### src/rtl/bus_transfer_sequencer_pkg.sv
// Shared codes, widths, FSM encoding and one-hot helpers for the bus transfer sequencer.
package bus_transfer_sequencer_pkg;

  localparam int unsigned CODE_W = 5;
  localparam int unsigned DATA_W = 32;
  localparam int unsigned REQ_W  = 2 * CODE_W;
  localparam int unsigned NSRC   = 24;
  localparam int unsigned NDST   = 23;

  // Source out-enable indices
  localparam logic [CODE_W-1:0] SRC_R0     = CODE_W'(0);
  localparam logic [CODE_W-1:0] SRC_R15    = CODE_W'(15);
  localparam logic [CODE_W-1:0] SRC_HI     = CODE_W'(16);
  localparam logic [CODE_W-1:0] SRC_LO     = CODE_W'(17);
  localparam logic [CODE_W-1:0] SRC_ZHIGH  = CODE_W'(18);
  localparam logic [CODE_W-1:0] SRC_ZLOW   = CODE_W'(19);
  localparam logic [CODE_W-1:0] SRC_PC     = CODE_W'(20);
  localparam logic [CODE_W-1:0] SRC_MDR    = CODE_W'(21);
  localparam logic [CODE_W-1:0] SRC_INPORT = CODE_W'(22);
  localparam logic [CODE_W-1:0] SRC_C      = CODE_W'(23);

  // Destination in-enable indices
  localparam logic [CODE_W-1:0] DST_R0      = CODE_W'(0);
  localparam logic [CODE_W-1:0] DST_R15     = CODE_W'(15);
  localparam logic [CODE_W-1:0] DST_HI      = CODE_W'(16);
  localparam logic [CODE_W-1:0] DST_LO      = CODE_W'(17);
  localparam logic [CODE_W-1:0] DST_PC      = CODE_W'(18);
  localparam logic [CODE_W-1:0] DST_MDR     = CODE_W'(19);
  localparam logic [CODE_W-1:0] DST_MAR     = CODE_W'(20);
  localparam logic [CODE_W-1:0] DST_Y       = CODE_W'(21);
  localparam logic [CODE_W-1:0] DST_OUTPORT = CODE_W'(22);

  typedef enum logic [1:0] {
    ST_IDLE  = 2'd0,
    ST_DRIVE = 2'd1,
    ST_LATCH = 2'd2
  } xfer_state_e;

  typedef struct packed {
    logic [CODE_W-1:0] src;
    logic [CODE_W-1:0] dst;
  } xfer_req_t;

  function automatic logic code_legal(input logic [CODE_W-1:0] src,
                                      input logic [CODE_W-1:0] dst);
    return (src <= SRC_C) && (dst <= DST_OUTPORT);
  endfunction

  function automatic logic [NSRC-1:0] src_onehot(input logic [CODE_W-1:0] code);
    return NSRC'(1) << code;
  endfunction

  function automatic logic [NDST-1:0] dst_onehot(input logic [CODE_W-1:0] code);
    return NDST'(1) << code;
  endfunction

endpackage

### src/rtl/xfer_req_fifo.sv
// Synchronous FIFO holding pending (src, dst) transfer requests.
// Head is visible combinationally; a push into an empty FIFO is poppable the next cycle.
module xfer_req_fifo
  import bus_transfer_sequencer_pkg::*;
#(
  parameter int unsigned DEPTH = 4
) (
  input  logic                         clock,
  input  logic                         clear,
  input  logic                         push_i,
  input  logic [REQ_W-1:0]             push_data_i,
  input  logic                         pop_i,
  output logic [REQ_W-1:0]             head_o,
  output logic                         full_o,
  output logic                         empty_o,
  output logic [$clog2(DEPTH+1)-1:0]   count_o
);

  localparam int unsigned PTR_W = $clog2(DEPTH);
  localparam int unsigned CNT_W = $clog2(DEPTH + 1);

  logic [REQ_W-1:0] mem_q [DEPTH];
  logic [PTR_W-1:0] wr_ptr_q, wr_ptr_d;
  logic [PTR_W-1:0] rd_ptr_q, rd_ptr_d;
  logic [CNT_W-1:0] count_q, count_d;
  logic             push_ok, pop_ok;

  assign full_o  = (count_q == CNT_W'(DEPTH));
  assign empty_o = (count_q == '0);
  assign count_o = count_q;
  assign head_o  = mem_q[rd_ptr_q];

  assign push_ok = push_i && !full_o;
  assign pop_ok  = pop_i && !empty_o;

  // Pointers wrap naturally since DEPTH is a power of two
  always_comb begin
    wr_ptr_d = wr_ptr_q;
    rd_ptr_d = rd_ptr_q;
    count_d  = count_q;
    if (push_ok) wr_ptr_d = wr_ptr_q + PTR_W'(1);
    if (pop_ok)  rd_ptr_d = rd_ptr_q + PTR_W'(1);
    unique case ({push_ok, pop_ok})
      2'b10:   count_d = count_q + CNT_W'(1);
      2'b01:   count_d = count_q - CNT_W'(1);
      default: count_d = count_q;
    endcase
  end

  always_ff @(posedge clock) begin
    if (clear) begin
      wr_ptr_q <= '0;
      rd_ptr_q <= '0;
      count_q  <= '0;
    end else begin
      wr_ptr_q <= wr_ptr_d;
      rd_ptr_q <= rd_ptr_d;
      count_q  <= count_d;
    end
  end

  always_ff @(posedge clock) begin
    if (push_ok) mem_q[wr_ptr_q] <= push_data_i;
  end

endmodule

### src/rtl/bus_transfer_sequencer.sv
// Queues register-to-register bus transfers and sequences the one-hot source out-enables
// (settle cycle) followed by the destination in-enable (latch cycle) for each one.
module bus_transfer_sequencer
  import bus_transfer_sequencer_pkg::*;
#(
  parameter int unsigned DEPTH = 4
) (
  input  logic              clock,
  input  logic              clear,
  input  logic              req_valid,
  input  logic [4:0]        req_src,
  input  logic [4:0]        req_dst,
  output logic              req_ready,
  output logic [NSRC-1:0]   src_en,
  output logic [NDST-1:0]   dst_en,
  input  logic [31:0]       BusMuxOut,
  output logic              done,
  output logic [31:0]       done_data,
  output logic              err,
  output logic              busy
);

  localparam int unsigned CNT_W = $clog2(DEPTH + 1);

  xfer_state_e       state_q, state_d;
  xfer_req_t         cur_q, cur_d;
  logic [NSRC-1:0]   src_en_q, src_en_d;
  logic [NDST-1:0]   dst_en_q, dst_en_d;
  logic              done_q, done_d;
  logic [DATA_W-1:0] done_data_q, done_data_d;
  logic              err_q, err_d;

  logic              accept, legal, fifo_push, fifo_pop;
  logic              fifo_full, fifo_empty;
  logic [CNT_W-1:0]  fifo_count;
  logic [REQ_W-1:0]  fifo_head_bits;
  xfer_req_t         fifo_head;
  xfer_req_t         req_in;

  // Illegal codes are consumed (handshake completes) but never enter the queue
  assign req_in    = '{src: req_src, dst: req_dst};
  assign legal     = code_legal(req_src, req_dst);
  assign accept    = req_valid && req_ready;
  assign fifo_push = accept && legal;
  assign err_d     = accept && !legal;
  assign fifo_head = xfer_req_t'(fifo_head_bits);

  xfer_req_fifo #(
    .DEPTH (DEPTH)
  ) u_fifo (
    .clock       (clock),
    .clear       (clear),
    .push_i      (fifo_push),
    .push_data_i (REQ_W'(req_in)),
    .pop_i       (fifo_pop),
    .head_o      (fifo_head_bits),
    .full_o      (fifo_full),
    .empty_o     (fifo_empty),
    .count_o     (fifo_count)
  );

  // Next-state and registered-output decode; LATCH chains straight into DRIVE when work is queued
  always_comb begin
    state_d     = state_q;
    cur_d       = cur_q;
    src_en_d    = '0;
    dst_en_d    = '0;
    done_d      = 1'b0;
    done_data_d = done_data_q;
    fifo_pop    = 1'b0;
    unique case (state_q)
      ST_IDLE: begin
        if (!fifo_empty) begin
          fifo_pop = 1'b1;
          cur_d    = fifo_head;
          src_en_d = src_onehot(fifo_head.src);
          state_d  = ST_DRIVE;
        end
      end
      ST_DRIVE: begin
        src_en_d = src_onehot(cur_q.src);
        dst_en_d = dst_onehot(cur_q.dst);
        state_d  = ST_LATCH;
      end
      ST_LATCH: begin
        done_d      = 1'b1;
        done_data_d = BusMuxOut;
        if (!fifo_empty) begin
          fifo_pop = 1'b1;
          cur_d    = fifo_head;
          src_en_d = src_onehot(fifo_head.src);
          state_d  = ST_DRIVE;
        end else begin
          state_d  = ST_IDLE;
        end
      end
      default: begin
        state_d = ST_IDLE;
      end
    endcase
  end

  always_ff @(posedge clock) begin
    if (clear) begin
      state_q     <= ST_IDLE;
      cur_q       <= '0;
      src_en_q    <= '0;
      dst_en_q    <= '0;
      done_q      <= 1'b0;
      done_data_q <= '0;
      err_q       <= 1'b0;
    end else begin
      state_q     <= state_d;
      cur_q       <= cur_d;
      src_en_q    <= src_en_d;
      dst_en_q    <= dst_en_d;
      done_q      <= done_d;
      done_data_q <= done_data_d;
      err_q       <= err_d;
    end
  end

  assign req_ready = !fifo_full;
  assign busy      = (fifo_count != '0) || (state_q != ST_IDLE);
  assign src_en    = src_en_q;
  assign dst_en    = dst_en_q;
  assign done      = done_q;
  assign done_data = done_data_q;
  assign err       = err_q;

endmodule

### config.mk
export PLATFORM = sky130hd
export DESIGN_NAME = bus_transfer_sequencer
export DESIGN_NICKNAME = d
export VERILOG_FILES = /design/src/rtl/bus_transfer_sequencer_pkg.sv /design/src/rtl/xfer_req_fifo.sv /design/src/rtl/bus_transfer_sequencer.sv
export SDC_FILE = /design/constraint.sdc
export NUM_CORES = 1
export LEC_CHECK = 0
export BUFFER_PORTS_ARGS = -buffer_cell sky130_fd_sc_hd__buf_2
export CAP_MARGIN = 15
export CORE_ASPECT_RATIO = 0.75
export CORE_UTILIZATION = 48
export DETAILED_ROUTE_END_ITERATION = 12
export PLACE_DENSITY = 0.76
export SLEW_MARGIN = 20
export SYNTH_ARGS = -nofsm -noshare
export SYNTH_HDL_FRONTEND = slang
export SYNTH_HIERARCHICAL = 1
export SYNTH_SLANG_ARGS = --single-unit
### constraint.sdc
create_clock -name clock -period 2.2 [get_ports clock]
set_input_delay 0.11 -clock clock [delete_from_list [all_inputs] [get_ports clock]]
set_output_delay 0.11 -clock clock [all_outputs]
set_load 0.01 [all_outputs]
Word-level counts from Yosys, hierarchy flattened --
Memory sizes are Yosys's and may differ from the RTL's. A register that Yosys moved wholly into a read port is not among the register bits. Index checks and enable logic that the tools add are counted.
Cells by class: bitwise operators 2, $lt $le $gt $ge 2, reduce and logical (&&, ||, !) cells 18, multiplexer cells 13, add/subtract/negate cells 4, shifts and indexed selects 3, equality and inequality tests 6
Operators with widths (count):
- $pmux W24 S2 | 1
- $shl A1 B5 Y24 const A | 2
- $mux W24 | 1
- $shl A1 B5 Y23 const A | 1
- $le A5 B5 Y1 const B | 2
- $logic_and A1 B1 Y1 | 6
- $mux W1 | 6
- $mux W2 | 3
- $pmux W2 S3 | 1
- $pmux W3 S2 | 1
- $add A2 B1 Y2 const B | 2
- $eq A2 B1 Y1 const B | 2
- $eq A2 B2 Y1 const B | 2
- $reduce_bool A2 Y1 | 2
- $reduce_or A2 Y1 | 2
- $add A3 B1 Y3 const B | 1
- $eq A3 B3 Y1 const B | 1
- $logic_not A1 Y1 | 3
- $logic_not A3 Y1 | 1
- $reduce_bool A3 Y1 | 1
- $sub A3 B1 Y3 const B | 1
- $logic_not A2 Y1 | 1
- $ne A2 B2 Y1 const B | 1
- $not A1 Y1 | 2
- 2 further kinds | 2
Word-level totals: bits of input ports 45, output and inout bits 83, memories kept 1, register bits 100, memory bits (writable) 40, logic and storage cells 60
Memories:
- u_fifo.mem_q | words 4, bits a word 10, rd ports 1, clocked after Yosys merged registers in 1, wr ports 1, line xfer_req_fifo.sv:22 | logic [REQ_W-1:0] mem_q [DEPTH];

Logic depth before layout (Yosys ltp) --
Gate-level depths: netlist of the first run.
depth in word-level cells 7, gate-level depth with buffers 12, depth with buffers taken out 12

By module --
Netlist of the first run, hierarchy kept.
Modules (own cells, without submodules):
- bus_transfer_sequencer | instances 1, seq. area each 1861.8 µm², area each 3392.0 µm², cells each 399
- xfer_req_fifo | instances 1, seq. area each 1381.3 µm², area each 1920.6 µm², cells each 106

Worst setup path before layout of the first run --
No wires, ideal clock.
kind register to register, start reg u_fifo.count_q[1], in the netlist u_fifo/count_o[1], end reg u_fifo.count_q[2], in the netlist u_fifo/count_o[2], library setup time 0.070 ns, slack -0.181 ns, period minus slack after synthesis 2.381 ns, required time 2.130 ns, stages on the path, launching flop included 12, path buffers 0, data arrival time 2.311 ns, cell sequence dfxtp_1 nor3_2 or2_2 clkinv_1 o31ai_2 inv_1 ha_1 inv_1 fa_1 xor2_1 or3_1 a21oi_1
On the way: elaborated cells on any way between the ends 16, those cells by class 2 x add/sub; 3 x eq/ne; 3 x mux; 8 x reduce/logical
RTL lines:
- from (decl) | line xfer_req_fifo.sv:25 | logic [CNT_W-1:0] count_q, count_d;
- from (signal assigned) | line xfer_req_fifo.sv:58 | count_q <= count_d;
- $logic_not A3 Y1 * | line xfer_req_fifo.sv:29 | assign empty_o = (count_q == '0);
- net fifo_empty | line bus_transfer_sequencer.sv:34 | logic fifo_full, fifo_empty;
- $mux W1 * | line bus_transfer_sequencer.sv:73, bus_transfer_sequencer.sv:88
- $mux W1 *
- net fifo_pop | line bus_transfer_sequencer.sv:33 | logic accept, legal, fifo_push, fifo_pop;
- $logic_and A1 B1 Y1 * | line xfer_req_fifo.sv:34 | assign pop_ok = pop_i && !empty_o;
- net u_fifo.pop_ok | line xfer_req_fifo.sv:26 | logic push_ok, pop_ok;
- $eq A2 B1 Y1 / $eq A2 B2 Y1 (equally long branches) | line xfer_req_fifo.sv:43 | unique case ({push_ok, pop_ok})
- $pmux W3 S2 / $reduce_bool A2 Y1 (equally long branches)
The timed path passes the listed nets; every way through them passes the cells marked *. A chain may end at the register's enable or synchronous reset.

Worst setup path in the final report of the first run --
start reg u_fifo.count_q[1], in the netlist u_fifo/count_o[1], end reg u_fifo.count_q[2], in the netlist u_fifo/count_o[2]
On the way: cells in the longest elaborated chain, start to end 7, elaborated cells on any way between the ends 16, those cells by class 2 x add/sub; 3 x eq/ne; 3 x mux; 8 x reduce/logical
RTL lines:
- $eq A3 B3 Y1 * | line xfer_req_fifo.sv:28 | assign full_o = (count_q == CNT_W'(DEPTH));
- net fifo_full | line bus_transfer_sequencer.sv:34
- $logic_not A1 Y1 * | line bus_transfer_sequencer.sv:123 | assign req_ready = !fifo_full;
- $logic_and A1 B1 Y1 * | line bus_transfer_sequencer.sv:43 | assign accept = req_valid && req_ready;
- $logic_and A1 B1 Y1 * | line bus_transfer_sequencer.sv:44 | assign fifo_push = accept && legal;
- net fifo_push | line bus_transfer_sequencer.sv:33
- $logic_and A1 B1 Y1 * | line xfer_req_fifo.sv:33 | assign push_ok = push_i && !full_o;
- $eq A2 B1 Y1 / $eq A2 B2 Y1 (equally long branches) | line xfer_req_fifo.sv:43
- $pmux W3 S2 / $reduce_bool A2 Y1 (equally long branches)
Marks and branches as above.

==> results of run 1 <==
==> cell families after synthesis <==
family | after synthesis
AO/OA/AOI/OAI | 77
XOR/XNOR | 3
adder cells (fa/ha/maj) | 6
buffers and inverters | 44
flip-flops | 142
multiplexers | 11
AND/OR/NAND/NOR | 222
==> repair_timing <==
action,in CTS,in global routing
setup endpoints to repair,1,12
hold buffers,43,0
pin swaps,1,4
endpoints found under the hold margin,73,0
gates resized for setup,3,7
buffers inserted,4,4
==> report_power, final <==
part	internal, mW	switching (mW)	leakage [nW]
Clock	1.79	1.13	0.289
Combinational	0.840	1.08	1.45
Sequential	2.94	0.286	1.19
==> sequential cells by signal, summed over array words and instances, names as in the netlist, named ones only <==
signal and count:
u_fifo/rd_ptr_q 2, u_fifo/count_o 3, done 1, err 1, u_fifo/wr_ptr_q 2, dst_en 23, done_data 32, state_q 2
src_en 24, cur_q 10, u_fifo/mem_q 40
==> layer usage <==
layer	routed length (um)	up-vias	GRT usage, %
met4	288	0	10.2
met5	0	-	0
met3	727	26	6.22
met2	6270	171	38.0
met1	5610	2103	29.6
li1	-	2119	-
==> worst max-delay path, stage by stage, from the launching register on <==
cell and delay (ns):
dfxtp_4 0.37, nor3b_4 0.25, nor3_2 0.08, inv_1 0.10
nor2_2 0.05, inv_1 0.05, ha_2 0.17, inv_1 0.05
fa_2 0.33, xor2_1 0.15, or3_1 0.33, a21oi_2 0.12
==> area by class of cell <==
type | count | area share [%]
clock buffer | 19 | 6.36
clock inverter | 13 | 2.07
inverter | 11 | 0.634
multi-input combinational | 319 | 26.2
sequential | 142 | 44.6
tap | 136 | 2.33
timing repair buffer | 201 | 17.8
==> through the flow <==
step / cell area [um2] / setup WS (ns) / TNS (ns) / cells / utilization, %
after floorplan: 5330 / 0.0221 / 0 / 505 / -
after global placement: 6160 / 0.0761 / 0 / 758 / 58.5
after detailed placement: 6160 / -0.131 / -0.131 / 758 / 58.5
after CTS: 7250 / 0.00607 / 0 / 837 / 68.8
after global routing: 7300 / -0.00887 / -0.00887 / 841 / 69.3
final: 7300 / 0.0601 / 0 / 841 / 69.3
==> cells in the final DEF, fill, tap and decap left out, types with 5 or more instances in the layout <==
cell type	instances
inv_1	10
edfxtp_1	40
nor2_1	38
mux4_2	10
buf_2	127
nand3_1	13
nor2b_1	6
buf_4	31
dlygate4sd3_1	43
dfxtp_1	98
clkbuf_16	18
a21oi_1	68
nand2_1	103
inv_6	5
nand3b_1	10
nand4_1	11
==> worst max path at each step <==
stage	start	to	cells after the start
after floorplan	u_fifo/count_o[2]	u_fifo/count_o[2]	11
after global placement	u_fifo/count_o[2]	u_fifo/count_o[2]	11
after detailed placement	u_fifo/count_o[2]	u_fifo/count_o[2]	11
after CTS	u_fifo/count_o[0]	u_fifo/count_o[2]	11
after global routing	u_fifo/count_o[1]	u_fifo/count_o[2]	11
final	u_fifo/count_o[1]	u_fifo/count_o[2]	11
==> metrics.csv, run 1 <==
metric;value;unit
main area contributors after synthesis;dfxtp_1 38%, edfxtp_1 23%, nand2_1 7.3%, a21oi_1 6.5%, mux4_2 4.2%;
root buffer cell;clkbuf_16;
Hold Crit Depth;3;
IO Port Bufs;127;
Worst Hold Margin;0.0589;ns
Synth async-reset ratio;0;%
# rows;32;
mapped cell area;5310;um2
status;finished clean;
die area;11500;um2
clock skew;0.00730;ns
largest family of logic cells by synthesized area;simple AND/OR/NAND/NOR gates;
leakage power;2.93;nW
Die H;93.1;um
Post-Synth Simple-Gate Area;21.3;%
sequential area share after synthesis;61.0;%
CTS Sinks;142;
R2R Setup Slk;0.06;ns
drt initial violations;464;
I/O pins;128;
fillers;775;
Finish-stage setup viols;0;
area of the multi-input gates;1910;um2
first-pass GRT wire length;20300;um
Critical Path Fanout Max;5;
PD cells;1100;nW/um2
Tmin final;2.14;ns
r2r startpoint;u_fifo/count_o[1];
post-DP HPWL;8220;um
kind of critical path;flip-flop to flip-flop;
Layout area overhead;37.4;%
CP arrival;2.47;ns
layout cells sized above 1;31.2;%
Mapped Avg Cell Area;10.5;um2
drt pass-1 iters;5;
Least-Margin Pin Slew;0.489;ns
Max-Slew Margin vs Limit;67.3;%
antenna violations before repair;0;
post-DR wirelength/cell;15.3;um
worst vdd ir;0.000730;V
max-cap viol count;0;
Core Region;10500;um2
CTS tree;yes;
synthesized flop and latch total;142;
most common cell in the netlist;nand2_1;
HP Class;input port to flip-flop;
XOR/XNOR share of the synthesized area;0.495;%
hold endpoint;err;
period utilisation layout;97.3;%
largest net degree at the start of global routing;34;
Total Wirelength;12900;um
Total GRT Usage;23.5;%
Critical Path RT;2.53;ns
startpoint types;flip-flop;
Crit. End Element;flip-flop;
Compound-Gate Fraction of Synth Area;7.61;%
Pwr Total;8.06;mW
drc violations;0;
Placer Congestion;0.834;
Warnings, synthesis;6;
dominant cell type by area after synthesis;dfxtp_1;
Primary FF master, synth;dfxtp_1;
H-Tree Level Count;4;
Max Transition Viols Final;0;
post-route ant nets;0;
reg2reg end;u_fifo/count_o[2];
nets;743;
Antenna Cells;0;
Synth Area in Adders;1.55;%
hold path start;req_dst[4];
vias per cell;5.25;
Synth top cells by count;103 x nand2_1, 102 x dfxtp_1, 69 x a21oi_1;
Max Freq;467;MHz
Max Buffers Root-to-Sink;2;
die width;123;um
mux share of post-synthesis cell area;4.43;%
Yosys cell types;44;
Post-Synthesis Cells;505;
vias;4419;
vias in the first global route;4189;
cts bufs inserted;17;
final hold violations;0;
Clk Latency, worst-skew pair;0.41;ns
register area;3260;um2
syn nets;556;
Worst-path clk slew;0.06;ns
number of synthesized flops with an enable pin;40;
Initial Util;50.5;%
Reg2Reg Depth;11;
grt ovf;0;
Synth top area share;38.4;%
Power figures use the tool's default switching activity.
==> run 2, diff against run 1 <==
- ABC_AREA: default -> 1
==> metrics.csv, run 2 <==
metric;value;unit
Synth top area share;38.9;%
first-pass GRT wire length;21300;um
Initial Util;50.2;%
clock skew;0.00870;ns
hold endpoint;done;
Pwr Total;8.56;mW
drt pass-1 iters;5;
dominant cell type by area after synthesis;dfxtp_1;
cts bufs inserted;17;
Worst Hold Margin;0.0327;ns
Max Transition Viols Final;0;
Mapped Avg Cell Area;8.79;um2
clock share of power;31.5;%
commonest non-fill, non-tap cell in the layout;nor2_1;
Critical Path RT;2.51;ns
slowest cell on the critical path;fa_1;
final setup margin;0.184;ns
Hold Crit Depth;2;
most common cell in the netlist;nor2_1;
Synth top cells by count;179 x nor2_1, 102 x dfxtp_1, 63 x o21ai_0;
startpoint types;flip-flop;
Placer Congestion;0.961;
TNS Setup;0;ns
Yosys cell types;23;
Max Freq;496;MHz
Max Buffers Root-to-Sink;2;
grt ovf;0;
Least-Margin Pin Slew;0.634;ns
status;finished clean;
Layout area overhead;35.1;%
Inst Count DP;851;
Crit path max-delay family;simple AND/OR/NAND/NOR gates;
r2r startpoint;u_fifo/count_o[1];
commonest non-fill, non-tap cells in the layout;177 x nor2_1, 128 x buf_2, 99 x dfxtp_1;
final hold violations;0;
Int Pwr;5.39;mW
DP Area;6050;um2
mapped cell area;5250;um2
post-layout util;67.8;%
RSZ-0062 raised after global routing;yes;
vias per cell;5.15;
Largest Register;u_fifo/mem_q;
sequential area share after synthesis;61.8;%
syn nets;648;
Crit path depth;16;
synthesized flop and latch total;142;
fillers;792;
drt initial violations;545;
Reg2Reg Depth;16;
vias;4776;
CTS Sinks;142;
Primary FF master, synth;dfxtp_1;
period utilisation layout;91.6;%
Crit. End Element;flip-flop;
slowest stage delay, CP;0.39;ns
Finish-stage setup viols;0;
Tmin final;2.02;ns
Flop pwr share;39.8;%
post-DP HPWL;8520;um
Synth async-reset ratio;0;%
Core Region;10500;um2
worst vdd ir;0.000758;V
drc violations;0;
CP cell instances;nor2_4 > nand2_4 > inv_1 > inv_1 > nand2_1 > nor2_2 > nand2_4 > ha_2 > inv_1 > fa_1 > inv_1 > nand2_1 > nand3_1 > nand2_1 > nand2_1 > nor2_1;
WP buf/inv;4;
HP Class;input port to flip-flop;
IO Port Bufs;127;
layout cells sized above 1;24.1;%
PD cells;1210;nW/um2
Total GRT Usage;24.4;%
kind of critical path;flip-flop to flip-flop;
root buffer cell;clkbuf_16;
max FFs per register;40;
main area contributors after synthesis;dfxtp_1 39%, edfxtp_1 23%, nor2_1 13%, o21ai_0 6.0%, nand2_1 3.9%;
R2R Setup Slk;0.18;ns
Critical Path Fanout Max;7;
reg2reg end;u_fifo/count_o[2];
CP arrival;2.33;ns
die width;123;um
Setup WS pre-CTS;0.132;ns
fin cells;928;
Post-Synthesis Cells;597;
post-DR wirelength/cell;14.3;um
die area;11400;um2
largest net degree at the start of global routing;43;
combinational share of power;28.7;%
vias in the first global route;4555;
# rows;32;
number of synthesized flops with an enable pin;40;
NetSw;3.17;mW
leakage power;3.18;nW
antenna violations before repair;0;
max-cap viol count;0;
I/O pins;128;
Die H;92.6;um
Final Instance Area;7090;um2
nets;830;
Worst-path clk slew;0.06;ns
Total Wirelength;13300;um
Max-Slew Margin vs Limit;57.6;%
Antenna Cells;0;
Warnings, synthesis;6;
post-route ant nets;0;
Sw Share;37.0;%
Clk Latency, worst-skew pair;0.41;ns
CTS tree;yes;
hold path start;clear;
H-Tree Level Count;4;
## run 2: logic make-up (layout without fill, tap and decap cells)
logic type      after synthesis  in the layout  synth area share (%)
buf+inv                      67            262                  5.05
fa+ha+maj                     6              6                  1.57
compound gates              103            103                  10.1
simple gates                279            279                  21.5
flops                       142            142                  61.8
## run 2: per-layer routing
layer,part of all wire [%],global-route usage [%],wire length [um]
met3,7.4,6.90,977
met4,2.1,10.5,276
met1,42,30.0,5640
met5,0,0,0
met2,48,39.7,6390
## run 2: power groups by stage
stage                     clock (mW)  combinational [mW]  sequential, mW
after floorplan                    0                1.55            3.40
after global routing            2.85                2.75            3.45
after detailed placement           0                2.28            3.43
final                           2.70                2.46            3.41
after global placement             0                2.18            3.41
after CTS                       2.74                2.36            3.38
## run 2: worst max-delay path by stage
| stage | start | endpoint | slack, ns |
|---|---|---|---|
| after global routing | req_dst[1] | u_fifo/count_o[2] | 0.0004 |
| after CTS | u_fifo/count_o[1] | u_fifo/count_o[2] | 0.11 |
| final | u_fifo/count_o[1] | u_fifo/count_o[2] | 0.18 |
| after detailed placement | u_fifo/count_o[1] | u_fifo/count_o[2] | 0.13 |
| after global placement | u_fifo/count_o[1] | u_fifo/count_o[1] | 0.26 |
| after floorplan | u_fifo/count_o[2] | u_fifo/count_o[2] | 0.1 |
## run 2: cell type report
| cell class | count | area, um2 | area share (%) |
|---|---|---|---|
| Tap cell | 136 | 170 | 2.40 |
| Clock inverter | 15 | 138 | 1.94 |
| Sequential cell | 142 | 3250 | 45.8 |
| Clock buffer | 17 | 425 | 6.00 |
| Timing Repair Buffer | 185 | 1180 | 16.6 |
| Multi-Input combinational cell | 388 | 1760 | 24.8 |
| Inverter | 45 | 173 | 2.44 |
## run 2: repair_timing
action / in CTS / in global routing
hold endpoints to repair: 73 / 0
hold buffers: 43 / 0
endpoints found under the setup margin: 0 / 4
setup buffers: 0 / 2
gates resized for setup: 0 / 9
==> run 3, diff against run 2 <==
- CAP_MARGIN: 15 -> default
- CORE_MARGIN: default -> 2
- GPL_ROUTABILITY_DRIVEN: default -> 0
==> metrics.csv, run 3 (same netlist as run 2, synthesis figures left out) <==
metric;value;unit
status;finished clean;
vias in the first global route;4452;
Total Wirelength;13000;um
Sw Share;34.9;%
Total GRT Usage;22.0;%
cts bufs inserted;17;
reg2reg end;u_fifo/count_o[2];
CP arrival;2.43;ns
nets;829;
final setup margin;0.0801;ns
Worst-path clk slew;0.06;ns
R2R Setup Slk;0.08;ns
commonest non-fill, non-tap cell in the layout;nor2_1;
Max Buffers Root-to-Sink;2;
antenna violations before repair;0;
max FFs per register;40;
drc violations;0;
Max-Slew Margin vs Limit;34.1;%
period utilisation layout;96.4;%
die width;125;um
worst vdd ir;0.000697;V
IO Port Bufs;127;
HP Class;input port to flip-flop;
cell mode on critical path;inv_1;
vias per cell;5.08;
clock skew;0.00850;ns
drt initial violations;417;
slowest cell on the critical path;fa_1;
Setup Buffers After CTS;0;
startpoint types;flip-flop;
post-layout util;66.5;%
NetSw;3.10;mW
Reg2Reg Depth;14;
# rows;33;
Pwr Total;8.89;mW
Max Freq;472;MHz
CTS tree;yes;
r2r startpoint;u_fifo/count_o[0];
Clk Latency, worst-skew pair;0.42;ns
M1 WL;5680;um
grt ovf;0;
met3 routed WL;839;um
Tmin final;2.12;ns
Setup WS pre-CTS;0.0592;ns
Least-Margin Pin Slew;0.987;ns
WL met2;6060;um
combinational share of power;27.9;%
first-pass GRT wire length;20500;um
hold endpoint;done;
Finish-stage setup viols;0;
Inst Count DP;856;
Int Pwr;5.79;mW
layout cells sized above 1;23.6;%
CP startpoint;u_fifo/count_o[0];
Hold Crit Depth;2;
Critical Path Fanout Max;7;
post-route ant nets;0;
Die H;94.6;um
hold path start;clear;
die area;11800;um2
kind of critical path;flip-flop to flip-flop;
post-DR wirelength/cell;13.9;um
Crit. End Element;flip-flop;
max-cap viol count;0;
root buffer cell;clkbuf_16;
Initial Util;48.7;%
leakage power;3.21;nW
drt pass-1 iters;5;
Core Region;10800;um2
H-Tree Level Count;4;
uppermost layer routed;met4;
vias;4733;
fin cells;932;
slowest stage delay, CP;0.38;ns
commonest non-fill, non-tap cells in the layout;176 x nor2_1, 127 x buf_2, 101 x dfxtp_1;
PD cells;1240;nW/um2
clock share of power;34.2;%
Layout area overhead;36.5;%
Largest Register;u_fifo/mem_q;
final hold violations;0;
CTS Sinks;142;
CP cell instances;nor2_4 > nand2_4 > inv_1 > inv_1 > nand2_2 > nor2_4 > nand2_4 > ha_1 > inv_1 > fa_1 > nand2_1 > nand3_2 > nor2_2 > nor2_1;
post-DP HPWL;8460;um
Worst Hold Margin;0.0172;ns
Max Transition Viols Final;0;
largest net degree at the start of global routing;43;
Flop pwr share;37.9;%
Critical Path RT;2.51;ns
I/O pins;128;
[run 3: worst max-delay path, delay by kind of cell (launching register included)]
family / cells / cell delay [ns]
simple gates: 9 / 0.91
flops: 1 / 0.35
fa+ha+maj: 2 / 0.56
buf+inv: 3 / 0.19
[run 3: timing repair]
action	in CTS	in global routing
hold buffers	43	0
endpoints found under the setup margin	0	2
gates resized for setup	0	8
endpoints found under the hold margin	73	0
[run 3: metal layers]
layer / up-vias / GRT usage (%)
met5: - / 0
met4: 0 / 11.9
met3: 37 / 6.12
met2: 197 / 35.9
met1: 2191 / 26.7
li1: 2308 / -
[run 3: worst max path at each step]
stage,endpoint,slack (ns),cells after the start
6_report,u_fifo/count_o[2],0.08,14
5_1_grt,u_fifo/count_o[2],-0.009,14
4_1_cts,u_fifo/count_o[2],0.04,15
3_5_place_dp,u_fifo/count_o[2],0.06,15
3_3_place_gp,u_fifo/count_o[1],0.26,11
2_1_floorplan,u_fifo/count_o[2],0.1,16
[run 3: final cells by class]
class,instances,area (um2)
fillers,811,3610
flip-flops and latches,142,3240
multi-input cells,388,1760
repair buffers,184,1170
clock buffers,17,425
clock inverters,15,210
well taps,140,175
inverters,45,169
diodes,1,2.50
[run 3: metrics by stage]
stage	area, um2	setup TNS (ns)
2_1_floorplan	5250	0
3_3_place_gp	6070	0
3_5_place_dp	6070	0
4_1_cts	7130	0
5_1_grt	7160	-0.00910
6_report	7160	0
[run 3: power groups by stage]
| stage | combinational (mW) | clock (mW) | sequential [mW] |
|---|---|---|---|
| 6_report | 2.48 | 3.04 | 3.37 |
| 5_1_grt | 2.78 | 3.19 | 3.41 |
| 4_1_cts | 2.38 | 3.08 | 3.35 |
| 3_5_place_dp | 2.31 | 0 | 3.40 |
| 3_3_place_gp | 2.22 | 0 | 3.38 |
| 2_1_floorplan | 1.55 | 0 | 3.40 |
